**src/rtl/i2s_pkg.sv**
```systemverilog
// i2s_pkg: shared definitions for the I2S / left-justified transmitter.
//   MODE_I2S / MODE_LJ : values of the mode input
//   MAX_SLOT           : widest channel slot pack_slot() can build
//   pack_slot()        : places a right-aligned sample at the top of a
//                        slot-bit field with zero padding below it
package i2s_pkg;

  localparam logic MODE_I2S = 1'b0;  // one bit of data delay after ws edge
  localparam logic MODE_LJ  = 1'b1;  // data MSB coincides with ws edge

  localparam int unsigned MAX_SLOT = 64;

  // Returns the sample left-justified inside the low `slot` bits of the
  // result: bits [slot-1 -: width] hold the sample, the rest are zero.
  // Bits above `slot` are always zero. Requires width <= slot <= MAX_SLOT.
  function automatic logic [MAX_SLOT-1:0] pack_slot(
    input logic [31:0] sample,
    input int unsigned width,
    input int unsigned slot
  );
    logic [MAX_SLOT-1:0] v;
    v = {{(MAX_SLOT-32){1'b0}}, sample};
    return v << (slot - width);
  endfunction

endpackage

```
**src/rtl/i2s_fifo.sv**
```systemverilog
// i2s_fifo: single-clock FIFO holding stereo sample pairs.
//   clock, reset : system clock, synchronous active-high reset
//   push, wdata  : write strobe and data (ignored while full)
//   pop,  rdata  : read strobe (ignored while empty); rdata shows the head
//   full, empty  : decoded from the registered occupancy count
module i2s_fifo #(
  parameter int unsigned DW    = 32,
  parameter int unsigned DEPTH = 4
) (
  input  logic          clock,
  input  logic          reset,
  input  logic          push,
  input  logic [DW-1:0] wdata,
  input  logic          pop,
  output logic [DW-1:0] rdata,
  output logic          full,
  output logic          empty
);

  localparam int unsigned AW = $clog2(DEPTH);

  logic [DW-1:0] mem [DEPTH];
  logic [AW-1:0] wr_ptr;
  logic [AW-1:0] rd_ptr;
  logic [AW:0]   count;
  logic          do_push;
  logic          do_pop;

  assign full    = (count == (AW+1)'(DEPTH));
  assign empty   = (count == '0);
  assign do_push = push && !full;
  assign do_pop  = pop && !empty;
  assign rdata   = mem[rd_ptr];

  // DEPTH is a power of two, so the pointers wrap by plain overflow.
  always_ff @(posedge clock) begin
    if (reset) begin
      // NOTE: sequential state uses non-blocking assignments so every
      // register samples its inputs from before the edge.
      wr_ptr <= '0;
      rd_ptr <= '0;
      count  <= '0;
    end else begin
      if (do_push) wr_ptr <= wr_ptr + 1'b1;
      if (do_pop)  rd_ptr <= rd_ptr + 1'b1;
      case ({do_push, do_pop})
        2'b10:   count <= count + 1'b1;
        2'b01:   count <= count - 1'b1;
        default: count <= count;
      endcase
    end
  end

  // NOTE: the storage array is deliberately not reset; the count alone
  // decides which entries are valid, so stale contents are never read.
  always_ff @(posedge clock) begin
    if (do_push) mem[wr_ptr] <= wdata;
  end

endmodule

```
**src/rtl/i2s_tx.sv**
```systemverilog
// i2s_tx: stereo I2S / left-justified serial audio transmitter.
//   clock, reset : system clock, synchronous active-high reset
//   mode         : 0 = I2S (one bit data delay), 1 = left-justified;
//                  takes effect at the start of the next frame
//   in_valid/in_ready, in_l, in_r : sample pair handshake into the FIFO
//   i2s          : {sd, ws, sck} serial outputs
//   underrun     : one-cycle pulse when a frame load finds the FIFO empty
// SCK period is 2*DIV clocks; each channel slot lasts SLOT bit periods with
// the sample MSB first, zero padded to the end of the slot.
module i2s_tx
  import i2s_pkg::*;
#(
  parameter int unsigned WIDTH = 16,
  parameter int unsigned SLOT  = 32,
  parameter int unsigned DIV   = 16,
  parameter int unsigned DEPTH = 4
) (
  input  logic             clock,
  input  logic             reset,
  input  logic             mode,
  input  logic             in_valid,
  output logic             in_ready,
  input  logic [WIDTH-1:0] in_l,
  input  logic [WIDTH-1:0] in_r,
  output logic [2:0]       i2s,
  output logic             underrun
);

  localparam int unsigned DCW = (DIV > 1) ? $clog2(DIV) : 1;
  localparam int unsigned BCW = $clog2(2 * SLOT);

  logic [DCW-1:0]       dc;
  logic                 sck;
  logic [BCW-1:0]       bc;
  logic [2*SLOT-1:0]    sr;
  logic                 mode_q;

  logic                 tick;
  logic                 bit_edge;
  logic [BCW-1:0]       bc_next;
  logic                 mode_eff;
  logic                 load;

  logic                 fifo_full;
  logic                 fifo_empty;
  logic                 fifo_pop;
  logic [2*WIDTH-1:0]   fifo_rdata;
  logic [MAX_SLOT-1:0]  pk_l;
  logic [MAX_SLOT-1:0]  pk_r;
  logic [2*SLOT-1:0]    load_word;
  logic                 unused_pack;

  i2s_fifo #(
    .DW    (2 * WIDTH),
    .DEPTH (DEPTH)
  ) u_fifo (
    .clock (clock),
    .reset (reset),
    .push  (in_valid),
    .wdata ({in_l, in_r}),
    .pop   (fifo_pop),
    .rdata (fifo_rdata),
    .full  (fifo_full),
    .empty (fifo_empty)
  );

  assign in_ready = !fifo_full;

  assign pk_l        = pack_slot(32'(fifo_rdata[2*WIDTH-1:WIDTH]), WIDTH, SLOT);
  assign pk_r        = pack_slot(32'(fifo_rdata[WIDTH-1:0]), WIDTH, SLOT);
  assign load_word   = {pk_l[SLOT-1:0], pk_r[SLOT-1:0]};
  // Only the low SLOT bits of each packed word are meaningful.
  assign unused_pack = ^{pk_l, pk_r};

  always_comb begin
    // NOTE: every combinational output gets a default first so no path
    // leaves it unassigned, which would otherwise infer a latch.
    tick     = 1'b0;
    bit_edge = 1'b0;
    bc_next  = bc + 1'b1;
    mode_eff = mode_q;
    load     = 1'b0;

    tick     = (dc == DCW'(DIV - 1));
    bit_edge = tick && sck;  // sck about to fall: bit boundary

    if (bc == BCW'(2 * SLOT - 1)) bc_next = '0;

    // The frame-start boundary is also where mode is latched, so the load
    // decision on that boundary must already use the incoming mode.
    if (bc_next == '0) mode_eff = mode;

    load = bit_edge &&
           (((mode_eff == MODE_I2S) && (bc_next == BCW'(1))) ||
            ((mode_eff == MODE_LJ)  && (bc_next == '0)));
  end

  assign fifo_pop = load && !fifo_empty;

  always_ff @(posedge clock) begin
    if (reset) begin
      dc       <= '0;
      sck      <= 1'b0;
      bc       <= '0;
      sr       <= '0;
      mode_q   <= mode;
      underrun <= 1'b0;
    end else begin
      underrun <= 1'b0;
      dc       <= tick ? '0 : dc + 1'b1;
      if (tick) sck <= !sck;

      if (bit_edge) begin
        bc <= bc_next;
        if (bc_next == '0) mode_q <= mode;
        if (load) begin
          sr       <= fifo_empty ? '0 : load_word;
          underrun <= fifo_empty;
        end else begin
          sr <= sr << 1;
        end
      end
    end
  end

  // sd and ws both change on the edge where sck falls.
  assign i2s = {sr[2*SLOT-1], (bc >= BCW'(SLOT)), sck};

endmodule

```
**config.mk**
```make
export PLATFORM = sky130hd
export DESIGN_NAME = i2s_tx
export DESIGN_NICKNAME = d
export VERILOG_FILES = /design/src/rtl/i2s_pkg.sv /design/src/rtl/i2s_fifo.sv /design/src/rtl/i2s_tx.sv
export SDC_FILE = /design/constraint.sdc
export NUM_CORES = 1
export LEC_CHECK = 0
export CORE_MARGIN = 1
export CORE_UTILIZATION = 41
export CTS_CLUSTER_SIZE = 12
export DETAILED_ROUTE_END_ITERATION = 12
export SETUP_SLACK_MARGIN = 0.02
export SLEW_MARGIN = 0
export SYNTH_ARGS = -nofsm -noshare
export SYNTH_HDL_FRONTEND = slang
export SYNTH_SLANG_ARGS = --single-unit
export TNS_END_PERCENT = 1
```
**constraint.sdc**
```tcl
create_clock -name clock -period 8.25 [get_ports clock]
set_clock_uncertainty 0.1 [all_clocks]
set_input_delay 1.65 -clock clock [delete_from_list [all_inputs] [get_ports clock]]
set_output_delay 1.65 -clock clock [all_outputs]
set_load 0.05 [all_outputs]
```
## Word level (Yosys, flattened, before mapping)

Memories as Yosys holds them, arrays and structs flattened. A register that Yosys moved wholly into a read port is not among the register bits.
Index checks and enable logic that the tools add are counted.

| cells by class | value |
|---|---|
| $lt $le $gt $ge | 1 |
| bitwise logic cells | 3 |
| reduce and logical (&&, ||, !) cells | 17 |
| equality and inequality tests | 6 |
| $add $sub $neg | 6 |
| muxes and demuxes | 11 |

Operators with widths:

| operator | count |
|---|---|
| $mux 64 | 2 |
| $logic_and 1x1->1 | 7 |
| $add 6x1->6 const B | 1 |
| $eq 6x1->1 const B | 1 |
| $eq 6x6->1 const B | 1 |
| $ge 6x6->1 const B | 1 |
| $logic_not 6->1 | 1 |
| $mux 6 | 1 |
| $pmux 3 s2 | 1 |
| $mux 1 | 5 |
| $add 2x1->2 const B | 2 |
| $add 4x1->4 const B | 1 |
| $eq 4x4->1 const B | 1 |
| $mux 2 | 2 |
| $reduce_bool 2->1 | 2 |
| $add 3x1->3 const B | 1 |
| $eq 3x3->1 const B | 1 |
| $logic_not 1->1 | 3 |
| $logic_not 3->1 | 1 |
| $not 1->1 | 3 |
| $reduce_or 3->1 | 1 |
| $sub 3x1->3 const B | 1 |
| $eq 2x1->1 const B | 1 |
| $eq 2x2->1 const B | 1 |
| other kinds (2) | 2 |

| storage, ports and cells | value |
|---|---|
| register bits | 84 |
| memories | 1 |
| RAM bits | 128 |
| word-level logic and storage cells | 54 |
| input bits | 36 |

Memory list:

| memory | depth | bits a word | rd ports | clocked after Yosys merged registers in | write ports | RTL line | source |
|---|---|---|---|---|---|---|---|
| u_fifo.mem | 4 | 32 | 1 | 1 | 1 | i2s_fifo.sv:22 | `logic [DW-1:0] mem [DEPTH];` |

## Depth between registers and ports, before layout

| logic depth | value |
|---|---|
| depth after elaboration | 12 |
| depth in mapped cells | 12 |
| depth with buffers taken out | 11 |

## Cells and area by module

Synthesis repeated with hierarchy kept, for this count alone.

| unflattened totals | value |
|---|---|
| cell total of the unflattened synthesis | 560 |
| area, all modules | 8324.2 um^2 |

Modules (own cells, without submodules):

| module | instances | area each (um^2) | cells an instance | seq. area each (um^2) |
|---|---|---|---|---|
| i2s_fifo | 1 | 5143.7 | 221 | 4023.9 |
| i2s_tx | 1 | 3180.6 | 339 | 1231.2 |

## Worst setup path before layout

OpenSTA, ideal clock, no wires.

| path | value |
|---|---|
| kind | in2reg |
| from | input mode |
| to | register u_fifo.count[2] |
| setup time | 71 ps |
| required time | 8079 ps |
| path buffers | 0 |
| arrival time | 3178 ps |
| path slack | 4902 ps |
| stages on the path | 8 |
| cells stage by stage | nand3_1 > a21oi_2 > ha_1 > inv_1 > fa_1 > xor2_1 > or3_1 > a21oi_1 |

| between the ends | value |
|---|---|
| longest elaborated chain between the ends | 9 |
| elaborated cells between the ends (all ways) | 12 |
| those cells by class | eq/ne (2); mux (2); bitwise (1); reduce/logical (7) |

Ends and longest elaborated chain:

| element | RTL line | source |
|---|---|---|
| from (decl) | i2s_tx.sv:20 | `input logic mode,` |
| $mux 1 (*) | - |  |
| $not 1->1 | i2s_tx.sv:94 | `(((mode_eff == MODE_I2S) && (bc_next == BCW'(1))) \|\|` |
| $logic_and 1x1->1 | i2s_tx.sv:94 |  |
| $logic_or 1x1->1 (*) | i2s_tx.sv:94 |  |
| $logic_and 1x1->1 (*) | i2s_tx.sv:93 | `load = bit_edge &&` |
| $logic_and 1x1->1 (*) | i2s_tx.sv:98 | `assign fifo_pop = load && !fifo_empty;` |
| $logic_and 1x1->1 (*) | i2s_fifo.sv:32 | `assign do_pop = pop && !empty;` |
| via u_fifo.do_pop | i2s_fifo.sv:27 | `logic do_pop;` |
| $eq 2x1->1 or $eq 2x2->1 (tied branches) | i2s_fifo.sv:46 | `case ({do_push, do_pop})` |
| $pmux 3 s2 or $reduce_bool 2->1 (tied branches) | - |  |
| to (signal assigned) | i2s_fifo.sv:47 | `2'b10: count <= count + 1'b1;` |
| to (signal assigned) | i2s_fifo.sv:48 | `2'b01: count <= count - 1'b1;` |
| to (signal assigned) | i2s_fifo.sv:49 | `default: count <= count;` |
| to (decl) | i2s_fifo.sv:25 | `logic [AW:0] count;` |

The timed path passes the listed nets; every way through them passes the cells marked *.
A chain may end at the register's enable or synchronous reset.

## Final worst setup path

| path | value |
|---|---|
| from | register u_fifo.count[0] |
| to | output in_ready |

| between the ends | value |
|---|---|
| longest elaborated chain between the ends | 2 |

Ends and longest elaborated chain:

| element | RTL line | source |
|---|---|---|
| $eq 3x3->1 | i2s_fifo.sv:29 | `assign full = (count == (AW+1)'(DEPTH));` |
| $logic_not 1->1 | i2s_tx.sv:67 | `assign in_ready = !fifo_full;` |
| to (decl) | i2s_tx.sv:22 | `output logic in_ready,` |

No other way between the ends.

==> flow_summary.ini <==
[sta]
max_freq_mhz = 272
tightest_slew_ps = 856
fin_ws_ps = 4580
slew_viol_final = 0
fin_crit_ps = 3670
hold_viol_final = 0
fin_tns_setup_ps = 0
maxSlewHeadroom_pct = 42.8
fin_crit_sh_pct = 44.5
setup_viol = 0
rsz0062_at_grt = false

[synth]
synth_area_per_cell_um2 = 14.7
synth_edf_count = 129
synth_ff_type = edfxtp_1
ys_seq_area_share_pct = 66.5
synth.cells.most_frequent = 129 x edfxtp_1, 69 x dfxtp_1, 41 x nand2_1
synth_area_leaders = edfxtp_1 49%, dfxtp_1 17%, mux4_2 9.1%, a211oi_1 3.0%, o21bai_1 2.9%
synth_warnings = 0
synth_cell_type_count = 40
syn_area_um2 = 7900
synth.most_common_cell = edfxtp_1
synth-async-reset-ratio_pct = 0
synth_top_area_cell = edfxtp_1
synth_top_cell_area_share_pct = 49.0
synthCells = 538
ys_ff_latch = 198
syn-num-nets = 583

[detailed_routing]
finalWirelength_um = 14500
wl_per_cell_um = 17.9
viasPerCell = 5.64
num_vias = 4577
drt_iter0_drc = 339
first_pass_iters = 4
antenna_left = 0
drc = 0

[clocking]
clkTransAtPathRegs_ps = 70
clockBufferDepth = 2
cts_made_buffers = 17
cts.sinks = 198
htree_num_levels = 4
clock_latency_ps = 430
postCtsHoldBufs = 0
cts_setup_buffers = 0
cts-resized-gates = 0
ctsRootBufferMaster = clkbuf_16
cts_tree = yes

[worst_setup_path]
path_max_fanout = 6
worst_setup_path_end_kind = output pin
cp_data_arrival_time_ps = 1920
cp_num_buf_inv = 2
r2r_cells = 11
cp_slowest_stage_delay_ps = 840
crit_path_top_delay_cell = clkdlybuf4s50_1
worstSetupPathType = flop to output pin
crit_path_start_kind = flop
path_delay_family = buffers and inverters
path_cells = inv_1, nand3_1, clkdlybuf4s50_1
cp.required_ps = 6500
crit_cells = 3

[layout]
nets = 610
num-fill-cells = 1647
syn2layout_area_growth_pct = 14.4
drive_gt1_share_pct = 15.1
final_cells = 811
n_antenna_cell = 0
final_util_pct = 48.2
stdcell_area_um2 = 9040

[placed_design]
dp_hpwl_um = 8100
place_inst = 780
place_area_um2 = 8490
io_buffers = 40
gp_congestion = 0.696
place_ws_ps = 4180

[power]
switchingPower_uw = 446
swShare_pct = 22.6
pwr-share-comb_pct = 5.4
seq_power_share_pct = 55.7
vdd.ir_drop.worst_uv = 132
leakagePower_nw = 3.19
power_density_nw_per_um2 = 218
p_clk_share_pct = 39.0
p_int_mw = 1.53

[outcome]
status = completed

[floorplan]
core_um2 = 18800
boundaryPins = 41
std_cell_rows = 50
die_x_um = 141
die_y_um = 141
initial_utilization_pct = 42.1
die_area_um2 = 19800

[grt]
overflow = 0
grt_pass1_wl_um = 23800
grt_max_degree = 72
grt_usage_pct = 15.8
grt_pass1_vias = 4644
antenna_found_initial = 0

[min_path]
hold_path_class = flop to flop
hold_depth = 1

[run]
cap_violations = 0
==> layout make-up <==
type / instances / area (µm²) / area share (%)
timing repair buffer: 53 / 493 / 5.45
tap: 234 / 293 / 3.24
multi-input combinational: 286 / 2420 / 26.8
sequential: 198 / 5260 / 58.1
clock buffer: 17 / 425 / 4.71
clock inverter: 14 / 121 / 1.34
inverter: 9 / 33.8 / 0.374
==> path summary, 6_finish.rpt <==
kind | startpoint | end | slack [ps]
setup / recovery | u_fifo.count[0] | in_ready | 4580
hold / removal | dc[3] | dc[3] | 390
setup reg to reg | bc[0] | u_fifo.count[2] | 4790
hold reg to reg | dc[3] | dc[3] | 390
==> cells in the final DEF (no fill, tap or decap), types with 8 or more instances in the layout <==
master,netlist,final
mux4_2,32,32
nor4_1,31,31
nand2_1,41,40
a211oi_1,32,32
mux2i_1,16,16
inv_1,9,9
clkbuf_16,0,17
nor2_1,15,15
a21oi_1,9,9
o21bai_1,31,31
ha_1,8,8
buf_4,4,13
clkdlybuf4s50_1,0,39
nor3_1,18,18
dfxtp_1,69,68
edfxtp_1,129,129
==> cells by family (layout without fill, tap and decap cells) <==
| logic type | after synthesis | after routing | synth area share (%) |
|---|---|---|---|
| simple gates | 129 | 129 | 8.20 |
| mux | 52 | 52 | 11.7 |
| xor+xnor | 7 | 7 | 0.776 |
| flops | 198 | 198 | 66.5 |
| fa+ha+maj | 9 | 9 | 1.52 |
| buf+inv | 54 | 93 | 2.99 |
| compound gates | 89 | 89 | 8.27 |
==> power groups by stage <==
stage	Clock (mW)	Sequential [mW]	Combinational [mW]
6_report	0.769	1.10	0.106
3_3_place_gp	0	1.12	0.105
3_5_place_dp	0	1.12	0.108
2_1_floorplan	0	1.12	0.0607
4_1_cts	0.788	1.10	0.109
5_1_grt	0.830	1.10	0.116
==> through the flow <==
| stage | hold WS (ps) | power, mW |
|---|---|---|
| after floorplan | 340 | 1.18 |
| after global placement | 355 | 1.22 |
| after detailed placement | 371 | 1.23 |
| after CTS | 387 | 2.00 |
| after global routing | 421 | 2.05 |
| final | 385 | 1.97 |
==> state kept, by name (all words and copies together) (netlist names), named ones only <==
register	flops
bc	6
dc	4
mode_q	1
sck	1
sr	48
u_fifo.count	3
u_fifo.mem	128
u_fifo.rd_ptr	2
u_fifo.wr_ptr	2
underrun	1
==> metal layers <==
layer	vias to the layer above	track usage [%]	part of all wire, %
met5	-	0	0
met1	2341	19.1	43
met3	13	4.21	3.2
met4	0	4.92	1.2
met2	81	27.7	53
li1	2142	-	-
(Power assumes the default switching activity.)
